<file path="config.mk">
export PLATFORM = sky130hd
export DESIGN_NAME = dxp_cam_ctrl_v
export DESIGN_NICKNAME = d
export VERILOG_FILES = /design/src/rtl/dxp_cam_ctrl_v.sv
export SDC_FILE = /design/constraint.sdc
export NUM_CORES = 1
export LEC_CHECK = 0
export ABC_AREA = 1
export CAP_MARGIN = 25
export CORE_MARGIN = 5
export CORE_UTILIZATION = 50
export CTS_BUF_LIST = sky130_fd_sc_hd__clkbuf_4 sky130_fd_sc_hd__clkbuf_8 sky130_fd_sc_hd__clkbuf_16
export CTS_CLUSTER_SIZE = 20
export DETAILED_ROUTE_END_ITERATION = 10
export PLACE_DENSITY = 0.79
export REMOVE_ABC_BUFFERS = 1
export SETUP_SLACK_MARGIN = 0.5
export SLEW_MARGIN = 20
export SYNTH_ARGS = -nofsm -noshare
export SYNTH_HDL_FRONTEND = slang
export SYNTH_SLANG_ARGS = --single-unit
</file>
<file path="constraint.sdc">
create_clock -name clk -period 2 [get_ports clk]
set_input_delay 0.5 -clock clk [delete_from_list [all_inputs] [get_ports clk]]
set_output_delay 0.5 -clock clk [all_outputs]
set_load 0.02 [all_outputs]
</file>
<file path="src/rtl/dxp_cam_ctrl_v.sv">
// -----------------------------------------------------------------------------
// dxp_cam_ctrl_v
// Sequencing controller for the tag CAM of the 2-way cache datapath.
//
// A lookup request is accepted on req_valid & req_ready. The tag is driven onto
// cam_argin for one compare cycle. During that cycle the entry at the
// replacement pointer is also read, so the victim is already captured if the
// lookup misses. A miss with req_alloc set writes the tag at the round-robin
// pointer and reports the evicted tag. A flush rewrites every entry with the
// all-ones invalid tag, one entry per cycle.
//
// Ports
//   clk, rst                   clock (rising edge), asynchronous active-high reset
//   req_valid/req_ready        lookup request handshake
//   req_tag, req_alloc         tag to look up; allocate it on a miss
//   flush / flush_done         flush request pulse / one-cycle completion pulse
//   resp_valid/resp_ready      response handshake; resp_* held until accepted
//   resp_hit, resp_idx         hit flag and hit index (allocated index on a miss)
//   resp_victim, resp_err      evicted tag; illegal tag or multi-hit
//   cam_we, cam_rd             CAM write / read enables (never both)
//   cam_din, cam_argin         CAM write data / match argument
//   cam_addrs                  CAM address
//   cam_dout, cam_mbits        CAM read data / match bits
//
// Optional feature (macro DXP_CAM_CTRL_STATS_EN)
//   Adds hit_cnt[15:0] and miss_cnt[15:0]: saturating counts of accepted
//   responses without resp_err, cleared by rst and by flush completion.
// -----------------------------------------------------------------------------
module dxp_cam_ctrl_v #(
  parameter int TAG_W = 3,
  parameter int BL    = 16,
  parameter int AW    = 4
) (
  input  logic             clk,
  input  logic             rst,
  input  logic             req_valid,
  output logic             req_ready,
  input  logic [TAG_W-1:0] req_tag,
  input  logic             req_alloc,
  input  logic             flush,
  output logic             flush_done,
  output logic             resp_valid,
  input  logic             resp_ready,
  output logic             resp_hit,
  output logic [AW-1:0]    resp_idx,
  output logic [TAG_W-1:0] resp_victim,
  output logic             resp_err,
  output logic             cam_we,
  output logic             cam_rd,
  output logic [TAG_W-1:0] cam_din,
  output logic [TAG_W-1:0] cam_argin,
  output logic [AW-1:0]    cam_addrs,
  input  logic [TAG_W-1:0] cam_dout,
  input  logic [BL-1:0]    cam_mbits
`ifdef DXP_CAM_CTRL_STATS_EN
  ,
  output logic [15:0]      hit_cnt,
  output logic [15:0]      miss_cnt
`endif
);

  localparam logic [AW-1:0]    LAST_IDX = AW'(BL - 1);
  localparam logic [TAG_W-1:0] INV_TAG  = {TAG_W{1'b1}};

  typedef enum logic [2:0] {
    S_IDLE,
    S_CMP,
    S_ALLOC,
    S_RESP,
    S_FLUSH
  } state_t;

  // Index of the lowest set match bit.
  function automatic logic [AW-1:0] low_idx(input logic [BL-1:0] m);
    logic [AW-1:0] r;
    r = '0;
    for (int i = BL - 1; i >= 0; i--) begin
      if (m[i]) r = AW'(i);
    end
    return r;
  endfunction

  // Clearing the lowest set bit leaves something only if two or more were set.
  function automatic logic multi_hit(input logic [BL-1:0] m);
    return (m & (m - BL'(1))) != '0;
  endfunction

`ifdef DXP_CAM_CTRL_STATS_EN
  function automatic logic [15:0] sat_inc(input logic [15:0] c);
    return (c == 16'hFFFF) ? c : c + 16'd1;
  endfunction
`endif

  // Control and output registers (reset)
  state_t           state_q,       state_d;
  logic             req_ready_q,   req_ready_d;
  logic             flush_done_q,  flush_done_d;
  logic             resp_valid_q,  resp_valid_d;
  logic             resp_hit_q,    resp_hit_d;
  logic [AW-1:0]    resp_idx_q,    resp_idx_d;
  logic [TAG_W-1:0] resp_victim_q, resp_victim_d;
  logic             resp_err_q,    resp_err_d;
  logic             cam_we_q,      cam_we_d;
  logic             cam_rd_q,      cam_rd_d;
  logic [TAG_W-1:0] cam_din_q,     cam_din_d;
  logic [TAG_W-1:0] cam_argin_q,   cam_argin_d;
  logic [AW-1:0]    cam_addrs_q,   cam_addrs_d;
  logic [AW-1:0]    rptr_q,        rptr_d;
  logic [AW-1:0]    fcnt_q,        fcnt_d;
  logic             flush_pend_q,  flush_pend_d;
`ifdef DXP_CAM_CTRL_STATS_EN
  logic [15:0]      hit_cnt_q,     hit_cnt_d;
  logic [15:0]      miss_cnt_q,    miss_cnt_d;
`endif

  // Datapath holding registers (no reset needed: always loaded before use)
  logic [TAG_W-1:0] tag_q,    tag_d;
  logic             alloc_q,  alloc_d;
  logic [TAG_W-1:0] victim_q, victim_d;

  always_comb begin
    state_d       = state_q;
    req_ready_d   = 1'b0;
    flush_done_d  = 1'b0;
    resp_valid_d  = resp_valid_q;
    resp_hit_d    = resp_hit_q;
    resp_idx_d    = resp_idx_q;
    resp_victim_d = resp_victim_q;
    resp_err_d    = resp_err_q;
    cam_we_d      = 1'b0;
    cam_rd_d      = 1'b0;
    cam_din_d     = cam_din_q;
    cam_argin_d   = cam_argin_q;
    cam_addrs_d   = cam_addrs_q;
    rptr_d        = rptr_q;
    fcnt_d        = fcnt_q;
    flush_pend_d  = flush_pend_q;
    tag_d         = tag_q;
    alloc_d       = alloc_q;
    victim_d      = victim_q;
`ifdef DXP_CAM_CTRL_STATS_EN
    hit_cnt_d     = hit_cnt_q;
    miss_cnt_d    = miss_cnt_q;
`endif

    unique case (state_q)
      S_IDLE: begin
        // A visible req_ready is a promise: an accepted request is honoured and
        // a coincident flush pulse is remembered. req_ready is already low
        // whenever a flush was pending on entry.
        if (req_valid && req_ready_q) begin
          tag_d        = req_tag;
          alloc_d      = req_alloc;
          cam_argin_d  = req_tag;
          cam_rd_d     = 1'b1;
          cam_addrs_d  = rptr_q;
          flush_pend_d = flush_pend_q | flush;
          state_d      = S_CMP;
        end else if (flush_pend_q || flush) begin
          flush_pend_d = 1'b0;
          fcnt_d       = '0;
          cam_we_d     = 1'b1;
          cam_addrs_d  = '0;
          cam_din_d    = INV_TAG;
          state_d      = S_FLUSH;
        end else begin
          req_ready_d  = 1'b1;
        end
      end

      S_CMP: begin
        flush_pend_d  = flush_pend_q | flush;
        victim_d      = cam_dout;
        resp_victim_d = '0;
        resp_idx_d    = '0;
        resp_hit_d    = 1'b0;
        resp_err_d    = 1'b0;
        if (tag_q == INV_TAG) begin
          resp_err_d   = 1'b1;
          resp_valid_d = 1'b1;
          state_d      = S_RESP;
        end else if (cam_mbits != '0) begin
          resp_hit_d   = 1'b1;
          resp_idx_d   = low_idx(cam_mbits);
          resp_err_d   = multi_hit(cam_mbits);
          resp_valid_d = 1'b1;
          state_d      = S_RESP;
        end else if (alloc_q) begin
          cam_we_d     = 1'b1;
          cam_addrs_d  = rptr_q;
          cam_din_d    = tag_q;
          state_d      = S_ALLOC;
        end else begin
          resp_valid_d = 1'b1;
          state_d      = S_RESP;
        end
      end

      S_ALLOC: begin
        flush_pend_d  = flush_pend_q | flush;
        resp_idx_d    = rptr_q;
        resp_victim_d = victim_q;
        resp_valid_d  = 1'b1;
        rptr_d        = (rptr_q == LAST_IDX) ? '0 : rptr_q + AW'(1);
        state_d       = S_RESP;
      end

      S_RESP: begin
        flush_pend_d = flush_pend_q | flush;
        if (resp_ready) begin
          resp_valid_d = 1'b0;
          req_ready_d  = ~(flush_pend_q | flush);
          state_d      = S_IDLE;
`ifdef DXP_CAM_CTRL_STATS_EN
          if (!resp_err_q) begin
            if (resp_hit_q) hit_cnt_d  = sat_inc(hit_cnt_q);
            else            miss_cnt_d = sat_inc(miss_cnt_q);
          end
`endif
        end
      end

      S_FLUSH: begin
        // Flush pulses seen here are absorbed by the flush already running.
        if (fcnt_q == LAST_IDX) begin
          flush_done_d = 1'b1;
          rptr_d       = '0;
          req_ready_d  = 1'b1;
          state_d      = S_IDLE;
`ifdef DXP_CAM_CTRL_STATS_EN
          hit_cnt_d    = '0;
          miss_cnt_d   = '0;
`endif
        end else begin
          fcnt_d       = fcnt_q + AW'(1);
          cam_we_d     = 1'b1;
          cam_addrs_d  = fcnt_q + AW'(1);
          cam_din_d    = INV_TAG;
        end
      end

      default: state_d = S_IDLE;
    endcase
  end

  always_ff @(posedge clk or posedge rst) begin
    if (rst) begin
      state_q       <= S_IDLE;
      req_ready_q   <= 1'b0;
      flush_done_q  <= 1'b0;
      resp_valid_q  <= 1'b0;
      resp_hit_q    <= 1'b0;
      resp_idx_q    <= '0;
      resp_victim_q <= '0;
      resp_err_q    <= 1'b0;
      cam_we_q      <= 1'b0;
      cam_rd_q      <= 1'b0;
      cam_din_q     <= '0;
      cam_argin_q   <= INV_TAG;
      cam_addrs_q   <= '0;
      rptr_q        <= '0;
      fcnt_q        <= '0;
      flush_pend_q  <= 1'b0;
`ifdef DXP_CAM_CTRL_STATS_EN
      hit_cnt_q     <= '0;
      miss_cnt_q    <= '0;
`endif
    end else begin
      state_q       <= state_d;
      req_ready_q   <= req_ready_d;
      flush_done_q  <= flush_done_d;
      resp_valid_q  <= resp_valid_d;
      resp_hit_q    <= resp_hit_d;
      resp_idx_q    <= resp_idx_d;
      resp_victim_q <= resp_victim_d;
      resp_err_q    <= resp_err_d;
      cam_we_q      <= cam_we_d;
      cam_rd_q      <= cam_rd_d;
      cam_din_q     <= cam_din_d;
      cam_argin_q   <= cam_argin_d;
      cam_addrs_q   <= cam_addrs_d;
      rptr_q        <= rptr_d;
      fcnt_q        <= fcnt_d;
      flush_pend_q  <= flush_pend_d;
`ifdef DXP_CAM_CTRL_STATS_EN
      hit_cnt_q     <= hit_cnt_d;
      miss_cnt_q    <= miss_cnt_d;
`endif
    end
  end

  always_ff @(posedge clk) begin
    tag_q    <= tag_d;
    alloc_q  <= alloc_d;
    victim_q <= victim_d;
  end

  assign req_ready   = req_ready_q;
  assign flush_done  = flush_done_q;
  assign resp_valid  = resp_valid_q;
  assign resp_hit    = resp_hit_q;
  assign resp_idx    = resp_idx_q;
  assign resp_victim = resp_victim_q;
  assign resp_err    = resp_err_q;
  assign cam_we      = cam_we_q;
  assign cam_rd      = cam_rd_q;
  assign cam_din     = cam_din_q;
  assign cam_argin   = cam_argin_q;
  assign cam_addrs   = cam_addrs_q;
`ifdef DXP_CAM_CTRL_STATS_EN
  assign hit_cnt     = hit_cnt_q;
  assign miss_cnt    = miss_cnt_q;
`endif

endmodule

</file>
# [Word-level counts from Yosys, hierarchy flattened]
# Cells that the tools add are included.
[classes] addsub=3 n_eq_ne=17 muxes=74 n_bitwise=3 n_reduce_logical=20
[op_table] cell="4-bit two-way mux" count=27
[op_table] cell="16-bit nonzero test" count=2
[op_table] cell="3-bit two-way mux" count=10
[op_table] cell="1-bit two-way mux" count=26
[op_table] cell="4-bit case mux with 2 select lines" count=3
[op_table] cell="16-bit AND" count=1
[op_table] cell="2-bit inequality test, second input constant" count=8
[op_table] cell="16-bit by 1-bit subtractor with 16-bit output, second input constant" count=1
[op_table] cell="3-bit case mux with 5 select lines" count=1
[op_table] cell="4-bit case mux with 3 select lines" count=1
[op_table] cell="1-bit case mux with 3 select lines" count=3
[op_table] cell="3-bit case mux with 3 select lines" count=1
[op_table] cell="4-bit by 1-bit adder with 4-bit output, second input constant" count=2
[op_table] cell="4-bit == test, second input constant" count=2
[op_table] cell="2-bit nonzero test" count=4
[op_table] cell="7-bit AND reduction" count=1
[op_table] cell="3-bit by 2-bit == test with 1-bit output, second input constant" count=2
[op_table] cell="3-bit == test, second input constant" count=2
[op_table] cell="3-bit case mux with 2 select lines" count=1
[op_table] cell="2-bit AND reduction" count=3
[op_table] cell="3-bit AND reduction" count=2
[op_table] cell="6-bit AND reduction" count=1
[op_table] cell="3-bit nonzero test" count=2
[op_table] cell="4-bit inequality test, second input constant" count=1
[op_table] cell="other kinds (10)" count=10
[totals] register_bits=43 inputBits=28 out_inout_bits=24 word_cells=136

# [Longest topological paths before layout]
# Gate-level depths: netlist (run 1).
[depth] ltp_word=19 ltp_mapped=16 ltp_nobuf=16

# [Least setup slack after synthesis (run 1)]
# OpenSTA, ideal clock, no wires.
[synth_timing] path_type="input -> register" from="input port cam_mbits[7]" to="register resp_err_q, in the netlist resp_err" setup_time_ps=116 arrival_ps=1399 required_ps=1884 slack_ps=484 cell_stages=12 path_buffers=0 cell_sequence="inv_1 -> nand2_1 -> inv_1 -> nand2_1 -> nor2_2 -> nand3_1 -> nor2_1 -> a21oi_1 -> a21oi_1 -> nand3_1 -> nand2_1 -> nand2_1"
[synth_via] elab_chain_cells=5 word_cells_on_any_way=6 cone_classes="add/sub (1); mux (2); bitwise (1); reduce/logical (2)"
[synth_lines] element="from (decl)" line_no="54" rtl="input logic [BL-1:0] cam_mbits"
[synth_lines] element="16-bit by 1-bit subtractor with 16-bit output" line_no="85" rtl="return (m & (m - BL'(1))) != '0;"
[synth_lines] element="16-bit AND" line_no="85"
[synth_lines] element="16-bit nonzero test" line_no="85"
[synth_lines] element="1-bit two-way mux *" line_no="182" rtl="end else if (cam_mbits != '0) begin"
[synth_lines] element="1-bit two-way mux *" line_no="178" rtl="if (tag_q == INV_TAG) begin"
[synth_lines] element="to (signal assigned)" line_no="276" rtl="resp_err_q <= resp_err_d;"
[synth_lines] element="to (decl)" line_no="102" rtl="logic resp_err_q, resp_err_d;"
# Mark *: on every way between the ends. The rest lies on a longest branch, timed or not.
# A chain may end at the register's enable or synchronous reset.

# [Final worst setup path (run 1)]
[layout_timing] from="register state_q[2]" to="register cam_addrs_q[3], in the netlist cam_addrs[3]"
[layout_via] elab_chain_cells=3 word_cells_on_any_way=11 cone_classes="eq/ne (7); mux (1); reduce/logical (3)"
[layout_lines] element="from (decl)" line_no="95" rtl="state_t state_q, state_d;"
[layout_lines] element="from (signal assigned)" line_no="269" rtl="state_q <= state_d;"
[layout_lines] element="3-bit == test (tied with other cells)" line_no="146" rtl="unique case (state_q)"
[layout_lines] element="2-bit inequality test (no line) (tied with other cells)"
[layout_lines] element="6-bit AND reduction (no line)"
[layout_lines] element="to (signal assigned)" line_no="281" rtl="cam_addrs_q <= cam_addrs_d;"
[layout_lines] element="to (decl)" line_no="107" rtl="logic [AW-1:0] cam_addrs_q, cam_addrs_d;"
# Parallel ways exist; a longest one is shown, timed or not.

==> load_flow_metrics.sql, run 1 <==
INSERT INTO impl_metrics (metric_group, metric, value, unit) VALUES
('setup_path', 'cp_data_arrival_time', '1.75', 'ns'),
('finish', 'ff_latch_area', '1120', 'um2'),
('sta', 'setup_tns', '0', 'ns'),
('drt', 'routed_wl', '6380', 'um'),
('floorplan', 'die_outline_area', '6080', 'um2'),
('sta', 'worst_slew_margin_rel', '0.769', ''),
('yosys', 'synth.cell_area', '2310', 'um2'),
('clocking', 'cts.sink_count', '43', ''),
('yosys', 'synth-seq-cells', '43', ''),
('setup_path', 'setup.worst_path.start', 'state_q[2]$_DFFE_PP0P_', ''),
('drt', 'route.detailed.drc', '0', ''),
('setup_path', 'r2r.worst_path.cells', '10', ''),
('yosys', 'synth.lib_cells_used.distinct', '37', ''),
('yosys', 'yosys-top-cells-area', 'dfrtp_1, nand2_1, edfxtp_1, nor2_1, inv_1', ''),
('yosys', 'synth_largest_area_cell', 'dfrtp_1', ''),
('floorplan', 'row_count', '24', ''),
('sta', 'hold_viol', '0', ''),
('yosys', 'yosys_warnings', '0', ''),
('clocking', 'tritoncts_buffer_count', '5', ''),
('grt', 'grt_antenna_before_repair', '0', ''),
('min_path', 'min-delay-path-class', 'register to register', ''),
('yosys', 'yosysSeqAreaShare', '0.483', ''),
('clocking', 'clock_pin_slew_on_the_worst_setup_and_hold_paths', '0.09', 'ns'),
('drt', 'drt_first_iter_violations', '161', ''),
('finish', 'multi_input_area', '1180', 'um2'),
('floorplan', 'die_h', '78.0', 'um'),
('finish', 'finish.net_count', '418', ''),
('yosys', 'post_synth.cell_area_avg', '8.25', 'um2'),
('yosys', 'yosys.area.top_type_share', '0.358', ''),
('grt', 'global_route.usage.total', '0.219', ''),
('floorplan', 'ioPinCount', '52', ''),
('clocking', 'cts.hold.buffers_added', '0', ''),
('setup_path', 'regToRegStartpoint', 'state_q[2]$_DFFE_PP0P_', ''),
('drt', 'routed_via_density', '5.32', ''),
('sta', 'final_report_max_slew_violation_count', '0', ''),
('clocking', 'cts_tree', 'built', ''),
('setup_path', 'ff2ff_setup_slack', '0.44', 'ns'),
('finish', 'final_layout_size_suffix_gt1_frac', '0.447', ''),
('setup_path', 'worstReg2RegEnd', 'cam_addrs[3]$_DFFE_PP0P_', ''),
('finish', 'number_of_diodes', '0', ''),
('drt', 'via_count', '2347', ''),
('placed_design', 'portBuffers', '51', ''),
('clocking', 'cts.root.buffer_cell', 'clkbuf_8', ''),
('finish', 'syn_to_final_growth', '48.4', '%'),
('sta', 'rsz0062_at_grt', 'yes', ''),
('floorplan', 'die_x', '78.0', 'um'),
('floorplan', 'initial_utilization', '0.523', ''),
('grt', 'gr-total-overflow', '0', ''),
('floorplan', 'fp.coreArea', '4410', 'um2'),
('clocking', 'htree_num_levels', '2', ''),
('finish', 'fillCellCount', '295', ''),
('finish', 'final_cell_area', '3430', 'um2'),
('setup_path', 'setup.worst_path.end', 'cam_addrs[3]$_DFFE_PP0P_', ''),
('job', 'timing.max_cap.violations', '0', ''),
('placed_design', 'placement.cell_area', '3100', 'um2'),
('placed_design', 'hpwl_after_detailed_placement', '4250', 'um'),
('run_status', 'status', 'finished, final reports clean', ''),
('setup_path', 'crit_path_end_kind', 'register', ''),
('sta', 'worstMarginPinSlew', '0.345', 'ns'),
('grt', 'grt_pass1_vias', '2388', ''),
('sta', 'final-setup-viol-count', '0', ''),
('drt', 'route.detailed.wl_per_inst', '14.5', 'um'),
('power_and_ir_drop', 'power_density', '974', 'nW/um2'),
('power_and_ir_drop', 'irDropWorstVdd', '861', 'uV'),
('sta', 'final.min_clock_period', '1.56', 'ns'),
('sta', 'fmax', '643', 'MHz'),
('finish', 'mostFrequentLayoutCells', 'nand2_1, buf_4, dfrtp_1', ''),
('clocking', 'cts_buffer_depth', '2', ''),
('sta', 'skew', '0.00849', 'ns'),
('power_and_ir_drop', 'power.leakage', '0.00166', 'uW'),
('setup_path', 'critical_path.startpoint_type', 'register', ''),
('yosys', 'syn-instance-count', '280', ''),
('setup_path', 'crit_type', 'register to register', ''),
('clocking', 'clk_latency', '0.30', 'ns'),
('grt', 'grt_pass1_wl', '10900', 'um'),
('drt', 'drt_first_pass_iters', '4', ''),
('placed_design', 'place.gp.congestion', '0.870', ''),
('setup_path', 'worst-endpoint-required', '2.20', 'ns'),
('finish', 'layout.cells.most_common', 'nand2_1', ''),
('sta', 'timing.final.crit_share', '0.778', ''),
('drt', 'antenna_violating_nets_post_route', '0', ''),
('finish', 'post-route-util', '0.777', ''),
('setup_path', 'worst_path_maximum_fanout', '9', ''),
('grt', 'grt_max_degree', '37', '');
registers in the layout, summed over array words and instances, names as in the netlist:
signal,flops
resp_err,1
flush_done,1
tag_q,3
cam_we,1
cam_din,3
req_ready,1
cam_argin,3
cam_addrs,4
victim_q,3
resp_hit,1
resp_valid,1
resp_victim,3
rptr_q,4
flush_pend_q,1
resp_idx,4
cam_rd,1
state_q,3
alloc_q,1
fcnt_q,4
area by class of cell:
type                       instances  share of cell area
sequential                        43               0.326
timing repair buffer             102               0.231
clock inverter                     3             0.00693
inverter                          46              0.0533
multi-input combinational        190               0.344
clock buffer                       5              0.0201
tap                               52              0.0190
synthesized netlist by cell type:
| master | n |
|---|---|
| nand2_1 | 66 |
| nor2_1 | 34 |
| dfrtp_1 | 33 |
| inv_1 | 32 |
| a21oi_1 | 15 |
| o21ai_0 | 13 |
| inv_2 | 11 |
| nor2_2 | 10 |
| nand3_1 | 9 |
| edfxtp_1 | 7 |
| a21oi_2 | 5 |
| nor2_4 | 5 |
| a22o_1 | 3 |
| dfstp_2 | 3 |
| o2111ai_1 | 3 |
| o21ai_1 | 3 |
| ha_1 | 2 |
| inv_4 | 2 |
| nand2_2 | 2 |
| nand4_2 | 2 |
| nor3_1 | 2 |
| o211ai_1 | 2 |
| o22ai_1 | 2 |
| a211oi_2 | 1 |
| a22oi_1 | 1 |
| a311oi_1 | 1 |
| a31oi_1 | 1 |
| and3_1 | 1 |
| buf_2 | 1 |
| clkinv_2 | 1 |
| nand2_4 | 1 |
| nand4_1 | 1 |
| nor3_2 | 1 |
| nor3_4 | 1 |
| o21a_1 | 1 |
| o22ai_4 | 1 |
| o31ai_1 | 1 |
report_power, final:
part,internal (uW),switching (uW)
clock,250,318
sequential,1140,164
combinational,601,872
stage by stage:
| stage | std cells | hold WS, ns | worst slack [ns] | total power (uW) |
|---|---|---|---|---|
| floorplan | 279 | 0.449 | 0.484 | 2100 |
| global placement | 410 | 0.450 | -0.0937 | 2640 |
| detailed placement | 410 | 0.455 | -0.139 | 2680 |
| CTS | 438 | 0.466 | 0.329 | 3250 |
| global route | 441 | 0.487 | 0.317 | 3570 |
| finish | 441 | 0.473 | 0.444 | 3340 |
per-layer routing:
| layer | GRT usage | share of wire | vias up | wire, um |
|---|---|---|---|---|
| li1 | - | - | 1123 | - |
| met1 | 0.270 | 0.40 | 1116 | 2530 |
| met2 | 0.381 | 0.51 | 81 | 3230 |
| met3 | 0.0556 | 0.066 | 27 | 420 |
| met4 | 0.0574 | 0.031 | 0 | 196 |
| met5 | 0 | 0 | - | 0 |
critical path, cell delays in order, from the launching register on:
cell and delay [ns]:
dfrtp_2 0.47, nor2_2 0.18, inv_2 0.07, nor2_4 0.15, inv_4 0.08, nor2_2 0.15
a211oi_4 0.06, nand2_4 0.13, inv_2 0.05, nand2_1 0.05, nand2_1 0.04
timing repair:
item	4_1_cts	5_1_grt
pin swaps	33	20
buffers inserted	20	3
endpoints found under the setup margin	44	45
gates resized for setup	128	71
logic make-up (layout without fill, tap and decap cells):
| group | count (synthesis) | after routing | share of synthesized area |
|---|---|---|---|
| adders and majority gates | 2 | 2 | 0.0108 |
| DFF | 43 | 43 | 0.483 |
| buffers and inverters | 47 | 156 | 0.0796 |
| AOI/OAI and AO/OA | 53 | 53 | 0.151 |
| and+or+nand+nor | 135 | 135 | 0.276 |
worst min-delay path by stage:
| stage | from | end | slack [ns] | cells after the start |
|---|---|---|---|---|
| CTS | cam_argin[0]$_DFFE_PP1P_ | cam_argin[0]$_DFFE_PP1P_ | 0.47 | 2 |
| floorplan | victim_q[0]$_DFFE_PP_ | resp_victim[0]$_DFFE_PP0P_ | 0.45 | 1 |
| finish | cam_argin[2]$_DFFE_PP1P_ | cam_argin[2]$_DFFE_PP1P_ | 0.47 | 2 |
| global placement | cam_argin[2]$_DFFE_PP1P_ | cam_argin[2]$_DFFE_PP1P_ | 0.45 | 2 |
| global route | victim_q[0]$_DFFE_PP_ | resp_victim[0]$_DFFE_PP0P_ | 0.49 | 1 |
| detailed placement | cam_argin[1]$_DFFE_PP1P_ | cam_argin[1]$_DFFE_PP1P_ | 0.46 | 2 |
Power figures use the tool's default switching activity.
==> inputs of run 2 (changes only) <==
clock period = 1.5 ns   (was 2 ns; I/O delays follow)
==> run 2 against run 1 <==
Against the previous run: the run now ends with setup timing left; clock-buffer cell count is the same; first-iteration DRC count rose to 2.6 times the previous value; power increased by 68%; cell area increased by 23%; non-clock buffer count is 60 higher; flip-flop and latch count unchanged; via count rose by 37%; register-to-register slack got worse by 0.85 ns; wire length up 93%; die area unchanged; worst hold slack lost 0.070 ns; sequential share of layout area fell by 6.0 points; critical path type unchanged; largest cell class is now non-clock buffers.
==> load_flow_metrics.sql, run 2 (synthesized netlist as in run 1, its figures left out) <==
INSERT INTO impl_metrics (metric_group, metric, value, unit) VALUES
('sta', 'timing.final.ws_setup', '-0.406', 'ns'),
('floorplan', 'fp.coreArea', '4410', 'um2'),
('finish', 'layout.cells.most_common', 'buf_4', ''),
('finish', 'finish.net_count', '478', ''),
('power_and_ir_drop', 'power.leakage', '0.00201', 'uW'),
('drt', 'route.detailed.wl_per_inst', '24.5', 'um'),
('sta', 'rsz0062_at_grt', 'yes', ''),
('power_and_ir_drop', 'combinationalPowerShare', '0.528', ''),
('finish', 'syn_to_final_growth', '82.1', '%'),
('setup_path', 'crit_type', 'register to register', ''),
('placed_design', 'portBuffers', '51', ''),
('min_path', 'min-delay-path-class', 'primary input to asynchronous set/reset pin', ''),
('drt', 'drt_first_iter_violations', '412', ''),
('grt', 'grt_antenna_before_repair', '0', ''),
('setup_path', 'cp_data_arrival_time', '2.09', 'ns'),
('clocking', 'cts_tree', 'built', ''),
('setup_path', 'crit_path_end_kind', 'register', ''),
('finish', 'ff_latch_area', '1120', 'um2'),
('clocking', 'cts.hold.buffers_added', '0', ''),
('finish', 'mostFrequentLayoutCells', 'buf_4, nand2_1, buf_6', ''),
('sta', 'final-setup-viol-count', '41', ''),
('clocking', 'cts.sink_count', '43', ''),
('drt', 'routed_via_density', '6.41', ''),
('floorplan', 'die_outline_area', '6080', 'um2'),
('placed_design', 'place.gp.congestion', '0.851', ''),
('finish', 'multi_input_area', '1320', 'um2'),
('job', 'timing.max_cap.violations', '0', ''),
('setup_path', 'critPathSlowestCell', 'dfrtp_2', ''),
('grt', 'gr-total-overflow', '0', ''),
('setup_path', 'critical-path-top-delay-family', 'compound AO/OA/AOI/OAI gates', ''),
('drt', 'drt_first_pass_iters', '8', ''),
('floorplan', 'die_h', '78.0', 'um'),
('grt', 'grt_pass1_vias', '2776', ''),
('finish', 'fillCellCount', '120', ''),
('sta', 'final_report_max_slew_violation_count', '0', ''),
('clocking', 'tritoncts_buffer_count', '5', ''),
('sta', 'timing.final.crit_share', '1.27', ''),
('run_status', 'violations', 'setup timing', ''),
('clocking', 'clock_pin_slew_on_the_worst_setup_and_hold_paths', '0.11', 'ns'),
('power_and_ir_drop', 'power.sequential.fraction', '0.324', ''),
('power_and_ir_drop', 'power.share.clock', '0.148', ''),
('setup_path', 'cp_slowest_stage_delay', '0.48', 'ns'),
('clocking', 'htree_num_levels', '2', ''),
('sta', 'worstMarginPinSlew', '0.483', 'ns'),
('finish', 'final_layout_size_suffix_gt1_frac', '0.572', ''),
('power_and_ir_drop', 'irDropWorstVdd', '1480', 'uV'),
('power_and_ir_drop', 'fin_total_pwr', '5620', 'uW'),
('run_status', 'status', 'finished with violations', ''),
('sta', 'final.min_clock_period', '1.91', 'ns'),
('setup_path', 'critical_path.startpoint_type', 'register', ''),
('floorplan', 'die_x', '78.0', 'um'),
('setup_path', 'worst-endpoint-required', '1.68', 'ns'),
('drt', 'via_count', '3218', ''),
('power_and_ir_drop', 'internal_power', '3190', 'uW'),
('grt', 'grt_pass1_wl', '13200', 'um'),
('floorplan', 'row_count', '24', ''),
('setup_path', 'path_buf_inv', '3', ''),
('setup_path', 'worst_path_maximum_fanout', '4', ''),
('clocking', 'cts.root.buffer_cell', 'clkbuf_8', ''),
('power_and_ir_drop', 'net-switching-power', '2430', 'uW'),
('placed_design', 'hpwl_after_detailed_placement', '4380', 'um'),
('grt', 'grt_max_degree', '37', ''),
('sta', 'hold_viol', '0', ''),
('floorplan', 'ioPinCount', '52', ''),
('grt', 'global_route.usage.total', '0.272', ''),
('floorplan', 'initial_utilization', '0.523', ''),
('power_and_ir_drop', 'switching_share', '0.432', ''),
('sta', 'skew', '0.0171', 'ns'),
('drt', 'route.detailed.drc', '0', ''),
('drt', 'antenna_violating_nets_post_route', '0', ''),
('power_and_ir_drop', 'power_density', '1340', 'nW/um2'),
('drt', 'routed_wl', '12300', 'um'),
('sta', 'worst_slew_margin_rel', '0.676', ''),
('sta', 'fmax', '525', 'MHz'),
('clocking', 'cts_buffer_depth', '2', ''),
('clocking', 'clk_latency', '0.33', 'ns'),
('setup_path', 'critical_path.cell_chain', 'nor2_4 -> inv_2 -> nor2_4 -> buf_4 -> buf_4 -> a21oi_2 -> o21a_1 -> o21ai_1', ''),
('placed_design', 'post-place-ws', '-0.513', 'ns');
## run 2: tightest hold or removal path, cell delays in order
cell and delay [ns]:
clkdlybuf4s50_1 0.40, inv_1 0.10, buf_12 0.23
## run 2: path summary, 6_finish.rpt
check                           cells past startpoint                      from  slack (ns)                        to
worst max-delay path                                8    state_q[2]$_DFFE_PP0P_       -0.41  cam_addrs[1]$_DFFE_PP0P_
worst min-delay path                                3                       rst        0.40   resp_idx[0]$_DFFE_PP0P_
worst max register to register                      8    state_q[2]$_DFFE_PP0P_       -0.41  cam_addrs[1]$_DFFE_PP0P_
worst min register to register                      2  cam_argin[2]$_DFFE_PP1P_        0.48  cam_argin[2]$_DFFE_PP1P_
max in group asynchronous                           3                       rst        0.82  cam_argin[1]$_DFFE_PP1P_
min in group clk                                    2  cam_argin[2]$_DFFE_PP1P_        0.48  cam_argin[2]$_DFFE_PP1P_
## run 2: repair_timing
action | CTS | global route
endpoints found under the setup margin | 67 | 67
gates resized for setup | 223 | 80
gates cloned | 1 | 0
setup buffers | 47 | 21
pin swaps | 26 | 26
endpoints found under the hold margin | 0 | 0
## run 2: layout make-up
type	instances	share of cell area
Sequential cell	43	0.265
Antenna cell	1	0.000595
Inverter	46	0.0464
Multi-Input combinational cell	190	0.313
Tap cell	52	0.0155
Clock inverter	3	0.00565
Timing Repair Buffer	162	0.337
Clock buffer	5	0.0164
## run 2: layer usage
layer	GRT usage	wire, um	share of wire
met1	0.320	4080	0.33
met2	0.461	5680	0.46
met3	0.0613	1330	0.11
met4	0.145	1220	0.099
met5	0	0	0
## run 2: per-stage QoR
| stage | hold slack, ns | TNS (ns) | utilization | cells | cell area (um2) |
|---|---|---|---|---|---|
| after floorplan | 0.449 | 0 | - | 279 | 2300 |
| after global routing | 0.429 | -7.03 | 0.952 | 501 | 4200 |
| after detailed placement | 0.456 | -7.51 | 0.727 | 424 | 3210 |
| after CTS | 0.434 | 0 | 0.871 | 480 | 3840 |
| after global placement | 0.450 | -6.43 | 0.727 | 424 | 3210 |
| final | 0.404 | -5.59 | 0.953 | 502 | 4210 |
## run 2: power groups by stage
| stage | Clock, uW | Sequential, uW | Combinational [uW] |
|---|---|---|---|
| after floorplan | 0 | 1960 | 830 |
| after global placement | 0 | 1720 | 1900 |
| after detailed placement | 0 | 1720 | 1950 |
| after CTS | 780 | 1740 | 2360 |
| after global routing | 888 | 1830 | 3080 |
| final | 833 | 1820 | 2970 |
==> inputs of run 3 (changes only) <==
CORE_MARGIN = unset   (was 5)
CTS_CLUSTER_SIZE = 25   (was 20)
SETUP_SLACK_MARGIN = unset   (was 0.5)
==> run 3 against run 2 <==
Against the previous run: the flow still finishes with violations (setup timing); setup slack improved by 0.32 ns; final cell count decreased by 11%; worst hold slack improved by 0.015 ns; power decreased by 21%; flip-flop and latch count unchanged; clock skew decreased by 0.0067 ns; die area decreased by 19%; first-iteration DRC count decreased by 59%; highest routed layer unchanged.
==> load_flow_metrics.sql, run 3 (synthesized netlist as in run 1, its figures left out) <==
INSERT INTO impl_metrics (metric_group, metric, value, unit) VALUES
('run_status', 'status', 'finished with violations', ''),
('run_status', 'violations', 'setup timing', ''),
('sta', 'worstMarginPinSlew', '0.400', 'ns'),
('setup_path', 'cp_slowest_stage_delay', '0.42', 'ns'),
('job', 'timing.max_cap.violations', '0', ''),
('floorplan', 'die_outline_area', '4900', 'um2'),
('sta', 'final-setup-viol-count', '12', ''),
('clocking', 'cts.sink_count', '43', ''),
('sta', 'worst_slew_margin_rel', '0.732', ''),
('clocking', 'clock_pin_slew_on_the_worst_setup_and_hold_paths', '0.09', 'ns'),
('drt', 'routed_via_density', '5.18', ''),
('floorplan', 'die_h', '70.0', 'um'),
('setup_path', 'critPathSlowestCell', 'dfrtp_1', ''),
('setup_path', 'cp_data_arrival_time', '1.78', 'ns'),
('finish', 'syn_to_final_growth', '52.6', '%'),
('drt', 'route.detailed.wl_per_inst', '14.1', 'um'),
('drt', 'routed_wl', '6310', 'um'),
('setup_path', 'ff2ff_setup_slack', '-0.09', 'ns'),
('floorplan', 'ioPinCount', '52', ''),
('setup_path', 'critical_path.cell_chain', 'buf_4 -> nor3_2 -> buf_4 -> nor3_1 -> nand4_1 -> a21oi_1', ''),
('drt', 'antenna_violating_nets_post_route', '0', ''),
('setup_path', 'critical_path.startpoint_type', 'register', ''),
('setup_path', 'critical-path-top-cell-by-count', 'buf_4', ''),
('clocking', 'cts_tree', 'built', ''),
('grt', 'grt_pass1_wl', '10000', 'um'),
('sta', 'fmax', '629', 'MHz'),
('grt', 'gr-total-overflow', '0', ''),
('sta', 'skew', '0.0104', 'ns'),
('power_and_ir_drop', 'fin_total_pwr', '4430', 'uW'),
('drt', 'via_count', '2320', ''),
('placed_design', 'placement.cell_area', '3230', 'um2'),
('grt', 'grt_pass1_vias', '2289', ''),
('sta', 'hold_viol', '0', ''),
('placed_design', 'portBuffers', '51', ''),
('setup_path', 'crit_type', 'register to register', ''),
('grt', 'grt_antenna_before_repair', '0', ''),
('clocking', 'cts_buffer_depth', '2', ''),
('clocking', 'clk_latency', '0.30', 'ns'),
('clocking', 'cts.hold.buffers_added', '0', ''),
('clocking', 'tritoncts_buffer_count', '5', ''),
('drt', 'route.detailed.drc', '0', ''),
('power_and_ir_drop', 'irDropWorstVdd', '1220', 'uV'),
('finish', 'number_of_diodes', '0', ''),
('clocking', 'htree_num_levels', '2', ''),
('sta', 'rsz0062_at_grt', 'yes', ''),
('drt', 'drt_first_iter_violations', '169', ''),
('placed_design', 'place.gp.congestion', '0.875', ''),
('drt', 'drt_first_pass_iters', '4', ''),
('finish', 'finish.net_count', '425', ''),
('power_and_ir_drop', 'power_density', '1260', 'nW/um2'),
('power_and_ir_drop', 'power.leakage', '0.00170', 'uW'),
('placed_design', 'hpwl_after_detailed_placement', '4340', 'um'),
('setup_path', 'worstReg2RegEnd', 'resp_idx[3]$_DFFE_PP0P_', ''),
('floorplan', 'initial_utilization', '0.527', ''),
('grt', 'global_route.usage.total', '0.258', ''),
('setup_path', 'regToRegStartpoint', 'state_q[0]$_DFFE_PP0P_', ''),
('clocking', 'cts.root.buffer_cell', 'clkbuf_8', ''),
('sta', 'final.min_clock_period', '1.59', 'ns'),
('setup_path', 'r2r.worst_path.cells', '6', ''),
('floorplan', 'fp.coreArea', '4380', 'um2'),
('setup_path', 'path_buf_inv', '2', ''),
('setup_path', 'critical-path-top-delay-family', 'simple AND/OR/NAND/NOR gates', ''),
('setup_path', 'crit_path_end_kind', 'register', ''),
('floorplan', 'die_x', '70.0', 'um'),
('sta', 'timing.final.ws_setup', '-0.0896', 'ns'),
('setup_path', 'worst_path_maximum_fanout', '10', ''),
('setup_path', 'worst-endpoint-required', '1.69', 'ns'),
('min_path', 'min-delay-path-class', 'primary input to asynchronous set/reset pin', ''),
('finish', 'post-route-util', '0.804', ''),
('grt', 'grt_max_degree', '37', ''),
('finish', 'final_cell_area', '3520', 'um2'),
('sta', 'timing.final.crit_share', '1.06', ''),
('finish', 'mostFrequentLayoutCells', 'nand2_1, buf_4, dfrtp_1', ''),
('sta', 'final_report_max_slew_violation_count', '0', ''),
('finish', 'final_layout_size_suffix_gt1_frac', '0.381', ''),
('floorplan', 'row_count', '24', '');
[run 3: where the power goes]
group | switching, uW | total (uW) | internal [uW]
Clock | 426 | 759 | 333
Sequential | 203 | 1710 | 1510
Combinational | 1140 | 1950 | 817
Total | 1770 | 4430 | 2660
[run 3: worst max path at each step]
stage,startpoint,depth (start not counted),slack (ns),endpoint
2_1_floorplan,state_q[2]$_DFFE_PP0P_,10,0.08,cam_addrs[3]$_DFFE_PP0P_
3_3_place_gp,cam_mbits[3],11,-0.44,resp_err$_DFFE_PP0P_
3_5_place_dp,cam_mbits[1],11,-0.49,resp_err$_DFFE_PP0P_
4_1_cts,state_q[0]$_DFFE_PP0P_,10,-0.00007,cam_addrs[2]$_DFFE_PP0P_
5_1_grt,state_q[1]$_DFFE_PP0P_,6,-0.14,resp_idx[3]$_DFFE_PP0P_
6_report,state_q[0]$_DFFE_PP0P_,6,-0.09,resp_idx[3]$_DFFE_PP0P_
[run 3: timing repair]
action,4_1_cts,5_1_grt
buffers inserted,5,8
setup endpoints to repair,37,20
pin swaps,14,17
gates resized for setup,64,44
[run 3: stage by stage]
stage | hold WS (ns) | std cells | worst slack [ns] | TNS (ns)
after floorplan | 0.449 | 279 | 0.0752 | 0
after global placement | 0.450 | 427 | -0.445 | -6.34
after detailed placement | 0.456 | 427 | -0.491 | -7.13
after CTS | 0.417 | 440 | -0.0000696 | -0.0000696
after global routing | 0.436 | 448 | -0.142 | -1.42
final | 0.419 | 448 | -0.0896 | -0.350
[run 3: cell type report]
class                   instances  area (um2)
multi-input cells             190        1160
flip-flops and latches         43        1110
repair buffers                109         903
fillers                       291         860
inverters                      46         184
clock buffers                   5        68.8
well taps                      52        65.1
clock inverters                 3        23.8
[run 3: layer usage]
metal | global-route usage | wire length, um | vias up
li1 | - | - | 1139
met1 | 0.318 | 2620 | 1083
met2 | 0.465 | 3210 | 81
met3 | 0.0462 | 295 | 17
met4 | 0.0667 | 183 | 0
met5 | 0 | 0 | -
[run 3: tightest hold or removal path, cell delays in order]
cell	delay [ns]
clkdlybuf4s50_1	0.39
inv_1	0.09
buf_12	0.23
